--- config.mk ---
export PLATFORM = sky130hd
export DESIGN_NAME = rdm_row_sender
export DESIGN_NICKNAME = d
export VERILOG_FILES = /design/src/rtl/rdm_row_sender.sv
export SDC_FILE = /design/constraint.sdc
export NUM_CORES = 1
export LEC_CHECK = 0
export BUFFER_PORTS_ARGS = -buffer_cell sky130_fd_sc_hd__buf_2
export CAP_MARGIN = 20
export CORE_MARGIN = 2
export CORE_UTILIZATION = 53
export CTS_CLUSTER_SIZE = 14
export DETAILED_ROUTE_END_ITERATION = 12
export GPL_ROUTABILITY_DRIVEN = 0
export GPL_TIMING_DRIVEN = 0
export PLACE_DENSITY_LB_ADDON = 0.2
export SLEW_MARGIN = 20
export SYNTH_ARGS = -nofsm -noshare
export SYNTH_HDL_FRONTEND = slang
export SYNTH_SLANG_ARGS = --single-unit
--- constraint.sdc ---
create_clock -name clk_100mhz -period 5.5 [get_ports clk_100mhz]
set_input_delay 0.55 -clock clk_100mhz [delete_from_list [all_inputs] [get_ports clk_100mhz]]
set_output_delay 0.55 -clock clk_100mhz [all_outputs]
set_load 0.01 [all_outputs]
--- src/rtl/rdm_row_sender.sv ---
// Row sender: drains ROW_LEN-sample rows from the upstream FIFO as contiguous bursts separated by idle gaps.
// Optional feature macro RDM_TX_FRAME_EN: frame_start begins a frame of NUM_ROWS rows, and frame_done marks the end of the frame.
module rdm_row_sender #(
    parameter int ROW_LEN  = 64,
    parameter int ROW_GAP  = 48,
    parameter int NUM_ROWS = 512
) (
    input  logic        clk_100mhz,
    input  logic        reset_n,
    input  logic [7:0]  fifo_dout,
    input  logic        fifo_empty,
    input  logic [11:0] fifo_count,
    output logic        fifo_rd_en,
    output logic        rdm_data_tvalid,
    output logic [7:0]  rdm_amp_data,
    output logic        rdm_fifo_empty,
    output logic        row_done,
    output logic [11:0] row_idx,
    input  logic        frame_start,
    output logic        frame_done,
    output logic [1:0]  dbg_state
);
    // Neither interface has back-pressure. Each cycle that fifo_rd_en is high, the FIFO returns
    // one word on fifo_dout in the following cycle. rdm_data_tvalid qualifies that word and
    // has no ready signal, so a row, once started, is never stalled.
    localparam int GW = $clog2(ROW_GAP + 1);

`ifdef RDM_TX_FRAME_EN
    typedef enum logic [1:0] {S_IDLE, S_SEND, S_GAP, S_WAIT_FRAME} state_t;
    localparam state_t RESET_STATE = S_WAIT_FRAME;
`else
    typedef enum logic [1:0] {S_IDLE, S_SEND, S_GAP} state_t;
    localparam state_t RESET_STATE = S_IDLE;
`endif

    state_t          r_state;
    state_t          w_next_state;
    state_t          w_gap_exit;
    logic [11:0]     r_cnt;
    logic [GW-1:0]   r_gap_cnt;
    logic            r_tvalid;
    logic            r_empty_d;
    logic            r_row_done;
    logic [11:0]     r_row_idx;
    logic            w_start_row;
    logic            w_empty_fall;
    logic            w_rd_en;

    assign w_rd_en      = (r_state == S_SEND);
    assign w_empty_fall = r_empty_d & ~fifo_empty;

    always_comb begin
        w_next_state = r_state;
        w_start_row  = 1'b0;
        case (r_state)
            S_IDLE: begin
                if (fifo_count >= 12'(ROW_LEN) && !fifo_empty) begin
                    w_next_state = S_SEND;
                    w_start_row  = 1'b1;
                end
            end
            S_SEND: begin
                if (r_cnt == 12'(ROW_LEN - 1)) w_next_state = S_GAP;
            end
            S_GAP: begin
                // The last sample is still on the output during the first GAP cycle.
                // Staying for ROW_GAP+1 cycles therefore leaves ROW_GAP silent cycles.
                if (r_gap_cnt == GW'(ROW_GAP)) w_next_state = w_gap_exit;
            end
`ifdef RDM_TX_FRAME_EN
            S_WAIT_FRAME: begin
                if (frame_start) w_next_state = S_IDLE;
            end
`endif
            default: w_next_state = RESET_STATE;
        endcase
    end

    always_ff @(posedge clk_100mhz) begin
        if (!reset_n) begin
            r_state    <= RESET_STATE;
            r_cnt      <= 12'd0;
            r_gap_cnt  <= '0;
            r_tvalid   <= 1'b0;
            r_empty_d  <= 1'b1;
            r_row_done <= 1'b0;
            r_row_idx  <= 12'd0;
        end else begin
            r_state    <= w_next_state;
            r_tvalid   <= w_rd_en;
            r_empty_d  <= fifo_empty;
            r_row_done <= r_tvalid & ~w_rd_en;
            r_cnt      <= (r_state == S_SEND) ? r_cnt + 12'd1 : 12'd0;
            r_gap_cnt  <= (r_state == S_GAP) ? r_gap_cnt + GW'(1) : '0;
            // A new row wins over the FIFO-refill clear, so the first row after the clear is row 1.
            if (w_start_row)
                r_row_idx <= w_empty_fall ? 12'd1 : r_row_idx + 12'd1;
            else if (w_empty_fall)
                r_row_idx <= 12'd0;
        end
    end

`ifdef RDM_TX_FRAME_EN
    localparam int FW = $clog2(NUM_ROWS + 1);

    logic [FW-1:0] r_frame_rows;
    logic          r_frame_done;

    assign w_gap_exit = (r_frame_rows == FW'(NUM_ROWS)) ? S_WAIT_FRAME : S_IDLE;

    always_ff @(posedge clk_100mhz) begin
        if (!reset_n) begin
            r_frame_rows <= '0;
            r_frame_done <= 1'b0;
        end else begin
            if (r_state == S_WAIT_FRAME && frame_start)
                r_frame_rows <= '0;
            else if (w_start_row)
                r_frame_rows <= r_frame_rows + FW'(1);
            r_frame_done <= r_tvalid & ~w_rd_en & (r_frame_rows == FW'(NUM_ROWS));
        end
    end

    assign frame_done = r_frame_done;
`else
    localparam int UNUSED_NUM_ROWS = NUM_ROWS;
    logic w_unused_frame_start;

    assign w_unused_frame_start = frame_start;
    assign w_gap_exit           = S_IDLE;
    assign frame_done           = 1'b0;
`endif

    assign fifo_rd_en      = w_rd_en;
    assign rdm_data_tvalid = r_tvalid;
    assign rdm_amp_data    = r_tvalid ? fifo_dout : 8'd0;
    assign rdm_fifo_empty  = r_empty_d;
    assign row_done        = r_row_done;
    assign row_idx         = r_row_idx;
    assign dbg_state       = r_state;

endmodule
-- After elaboration in Yosys (flattened, before gate mapping)
Cells that the tools add are included.
- add/sub/neg operators: 3
- multiply operators: 0
- divide/modulo/power cells: 0
- order comparisons: 1
- equality and inequality tests: 7
- shift operators: 0
- multiplexer cells: 10
- bitwise gates (word level): 4
- reductions and logical operators: 7
- operators by type and width (kind ; count):
    2-to-1 mux 12 bit ; 3
    adder 12 x 1 -> 12 bit (second input constant) ; 2
    == test 12 x 6 -> 1 bit (second input constant) ; 1
    >= comparator 12 x 7 -> 1 bit (second input constant) ; 1
    2-to-1 mux 8 bit ; 1
    adder 6 x 1 -> 6 bit (second input constant) ; 1
    == test 6 bit (second input constant) ; 1
    2-to-1 mux 2 bit ; 3
    case mux 2 bit (3 select lines) ; 1
    != test 2 bit (second input constant) ; 2
    AND reduction 2 bit ; 2
    AND reduction 3 bit ; 1
    AND 1 bit ; 2
    == test 2 x 1 -> 1 bit (second input constant) ; 1
    == test 2 bit (second input constant) ; 1
    logical NOT 2 bit ; 1
    2-to-1 mux 1 bit ; 2
    != test 2 x 1 -> 1 bit (second input constant) ; 1
    NOT 1 bit ; 2
    nonzero test 2 bit ; 1
    logical AND 1 bit ; 1
    logical NOT 1 bit ; 1
- register bits: 35
- latch bits: 0
- memory bits (writable): 0
- memory bits (read-only): 0
- word-level logic and storage cells: 39
- memories kept: 0

-- Logic depth before layout (Yosys ltp)
- depth in word-level cells: 5
- depth in mapped cells: 5
- depth with buffers taken out: 5

-- Worst setup path after synthesis
OpenSTA, ideal clock, no wires.
- path type: in2reg
- start point: input port fifo_empty
- end point: register r_row_idx[10] (netlist: row_idx[10])
- arrival: 1.826 ns
- data required time: 5.379 ns
- path slack: 3.553 ns
- cell stages on the path: 5
- cell sequence: or3_4 buf_6 a21o_1 nor4_1 mux2_2
- longest elaborated chain between the ends: 5
- RTL lines (element ; line ; RTL):
    start, declared ; 11 ; input logic fifo_empty,
    logical NOT 1 bit ; 57 ; if (fifo_count >= 12'(ROW_LEN) && !fifo_empty) begin
    logical AND 1 bit ; 57 ;
    2-to-1 mux 1 bit ; 57 ;
    2-to-1 mux 1 bit ; 55 ; case (r_state)
    2-to-1 mux 12 bit or nonzero test 2 bit (tied branches) ; -- ;
    end signal, assigned ; 97 ; r_row_idx <= w_empty_fall ? 12'd1 : r_row_idx + 12'd1;
    end, declared ; 44 ; logic [11:0] r_row_idx;
Several ways; a longest one is shown, not always the timed one.
A chain may end at the register's enable or synchronous reset.

-- Worst setup path in the final report
- start point: register r_state[0] (netlist: dbg_state[0])
- end point: register r_row_idx[10] (netlist: row_idx[10])
- longest elaborated chain between the ends: 3
- RTL lines (element ; line ; RTL):
    start, declared ; 36 ; state_t r_state;
    start signal, assigned ; 89 ; r_state <= w_next_state;
    logical NOT 2 bit * ; 55 ;
    2-to-1 mux 1 bit * ; 55 ;
    2-to-1 mux 12 bit or nonzero test 2 bit (tied branches) ; -- ;
Every way passes the cells marked *; elsewhere a longest branch is shown, timed or not.

==> results.yml <==
clocking:
  cts_htree_levels: 2
  postCtsSetupBuffers: 0
  tritoncts: "done"
  postCtsHoldBufs: 0
  cts_inserted_buffers: 5
  cts_sinks: 35
  clk_pin_slew_ns: 0.10
  insertion_delay_ns: 0.34
  cts_resized: 0
  clockBufferDepth: 2
  cts_root_buffer: "clkbuf_4"
die:
  core_mm2: 0.00278
  die_h_um: 58.5
  chipWidth_um: 58.5
  pin_count: 51
  dieArea_mm2: 0.00342
  rows: 19
  start_util_pct: 56.6
place:
  hpwl_um: 2490
  portBuffers: 41
  dp_cells: 253
logic_synthesis:
  synth_edf_count: 0
  synth_area_per_cell_um2: 8.70
  synth_compound_area_share_pct: 8.34
  synth_top_family_by_area: "simple AND/OR/NAND/NOR gates"
  synthArstFlopShare_pct: 0
  syn-num-nets: 209
  ys_seq_elements: 35
  yosys.area_share.simple_pct: 27.6
  ys_warn_count: 0
  syn_inst: 181
  synth.area.mux_share_pct: 0.715
  synthesis.area_mm2: 0.00158
  dominantRegCellSynth: "dfxtp_1"
  synthAdderAreaFrac_pct: 3.18
  synth_cell_types: 36
  ys_seq_area_share_pct: 44.5
  synth_xor_xnor_area_share_pct: 11.1
hold_path:
  hold_class: "primary input to flip-flop"
timing:
  finalCriticalPeriod_ns: 1.88
  setup_tns_ns: 0
  max_freq_mhz: 532
  setup_viol: 0
  finalCritPeriodShare_pct: 34.2
  fin_skew_ns: 0.00566
  rsz0062_at_grt: "no"
  worst_slew_pin_slew_ns: 0.688
  slew_headroom_pct: 53.8
  hold_violations: 0
  slew_violations: 0
layout:
  n_fill_cell: 239
  layout_commonest_cell: "buf_2"
  final_cells: 261
  fin_util_pct: 67.9
  fin_nets: 257
  n_antenna_cell: 0
  most-common-layout-cells: "buf_2 (41), dfxtp_1 (35), nor2_1 (28)"
  area_growth_pct: 19.9
  drive_above_1_share_pct: 23.0
status:
  run_status: "complete, no violations"
global_route:
  grt_pass1_wl_um: 5620
  grt_overflow: 0
  antenna_found_initial: 0
  track_usage_pct: 21.6
  grt_max_degree: 11
  grt_pass1_vias: 1305
power:
  switching_share_pct: 24.8
  p_switching_uw: 118
  power.density_mw_per_mm2: 251
  power_leakage_nw: 0.782
  seqPwrFrac_pct: 55.9
  vdd_drop_max_v: 0.000197
  internal-power_uw: 357
  clock_power_share_pct: 33.5
  comb_power_share_pct: 10.6
detailed_routing:
  route.vias.total: 1409
  wl_per_cell_um: 12.4
  dr.first_iter.drc_count: 149
  ant_nets: 0
  first_pass_iters: 4
  routed_via_density: 5.40
  routed_wl_um: 3230
  drc: 0
run:
  cap_violations: 0
worst_setup_path:
  required_ns: 5.74
  start_kind: "flip-flop"
  crit_fanout: 8
  arrival_ns: 2.12
  endpoint_kind: "flip-flop"
  worstSetupPathType: "flip-flop to flip-flop"
==> stage by stage <==
| step | worst slack, ns | area, um^2 | hold slack, ns | total power [mW] |
|---|---|---|---|---|
| after floorplan | 3.55 | 1580 | 0.426 | 0.301 |
| after global routing | 3.50 | 1890 | 0.426 | 0.498 |
| after CTS | 3.60 | 1890 | 0.403 | 0.482 |
| after detailed placement | 3.33 | 1820 | 0.455 | 0.322 |
| final | 3.62 | 1890 | 0.425 | 0.475 |
| after global placement | 3.35 | 1820 | 0.440 | 0.320 |
==> flip-flops by register name, summed over array words and instances, names as in the netlist <==
register         cells
r_cnt               12
row_idx             12
r_gap_cnt            6
dbg_state            2
rdm_data_tvalid      1
rdm_fifo_empty       1
row_done             1
==> cell type report <==
type / count / area [um^2] / area share, %
Multi-Input combinational cell: 131 / 807 / 42.7
Sequential cell: 35 / 701 / 37.1
Timing Repair Buffer: 41 / 205 / 10.9
Clock buffer: 8 / 68.8 / 3.64
Tap cell: 31 / 38.8 / 2.05
Inverter: 10 / 37.5 / 1.99
Buffer: 5 / 30.0 / 1.59
==> synth_stat cells (all sizes together), types with 2 or more instances <==
cell type | number | area (um^2)
dfxtp | 35 | 701
or3 | 3 | 23.8
o21ai | 3 | 15.0
nor4 | 4 | 31.3
and2 | 8 | 50.1
nor3 | 4 | 20.0
buf | 2 | 18.8
and3 | 7 | 43.8
a2111oi | 2 | 17.5
nor2 | 28 | 105
xnor2 | 16 | 140
a21oi | 6 | 30.0
a211oi | 3 | 22.5
nand2 | 9 | 33.8
clkbuf | 3 | 11.3
inv | 10 | 37.5
nand3 | 13 | 65.1
ha | 4 | 50.1
nand4 | 3 | 18.8
xor2 | 4 | 35.0
nand2b | 2 | 12.5
==> power by group through the flow <==
stage / clock [mW] / sequential (mW) / combinational (mW)
after floorplan: 0 / 0.272 / 0.0288
after global placement: 0 / 0.271 / 0.0496
after detailed placement: 0 / 0.271 / 0.0510
after CTS: 0.165 / 0.266 / 0.0511
after global routing: 0.175 / 0.267 / 0.0564
final: 0.159 / 0.266 / 0.0502
==> path summary, 6_finish.rpt <==
path / slack (ns) / end / cells past startpoint / from
worst max register to register: 3.62 / row_idx[10] / 5 / dbg_state[0]
worst max-delay path: 3.62 / row_idx[10] / 5 / dbg_state[0]
worst min-delay path: 0.42 / rdm_fifo_empty / 2 / fifo_empty
worst min register to register: 0.47 / r_cnt[0] / 1 / r_cnt[0]
==> cell families after synthesis <==
| kind of cell | after synthesis |
|---|---|
| and+or+nand+nor | 85 |
| DFF | 35 |
| AOI/OAI and AO/OA | 20 |
| xor gates and xnor gates | 20 |
| buffers and inverters | 15 |
| adders and majority gates | 4 |
| other | 1 |
| muxes | 1 |
==> layer usage <==
layer	vias to the layer above	track usage, %	wire length [um]
li1	711	-	-
met1	639	26.2	1390
met2	55	35.8	1580
met3	4	7.03	229
met4	0	7.64	34
met5	-	0	0
==> critical path: stages, from the launching register on <==
cell and delay (ns):
dfxtp_1 0.34, or3_4 0.38, buf_6 0.14, a21o_1 0.22, nor4_1 0.33, mux2_2 0.37
No activity file was read; power rests on OpenSTA's default activity.
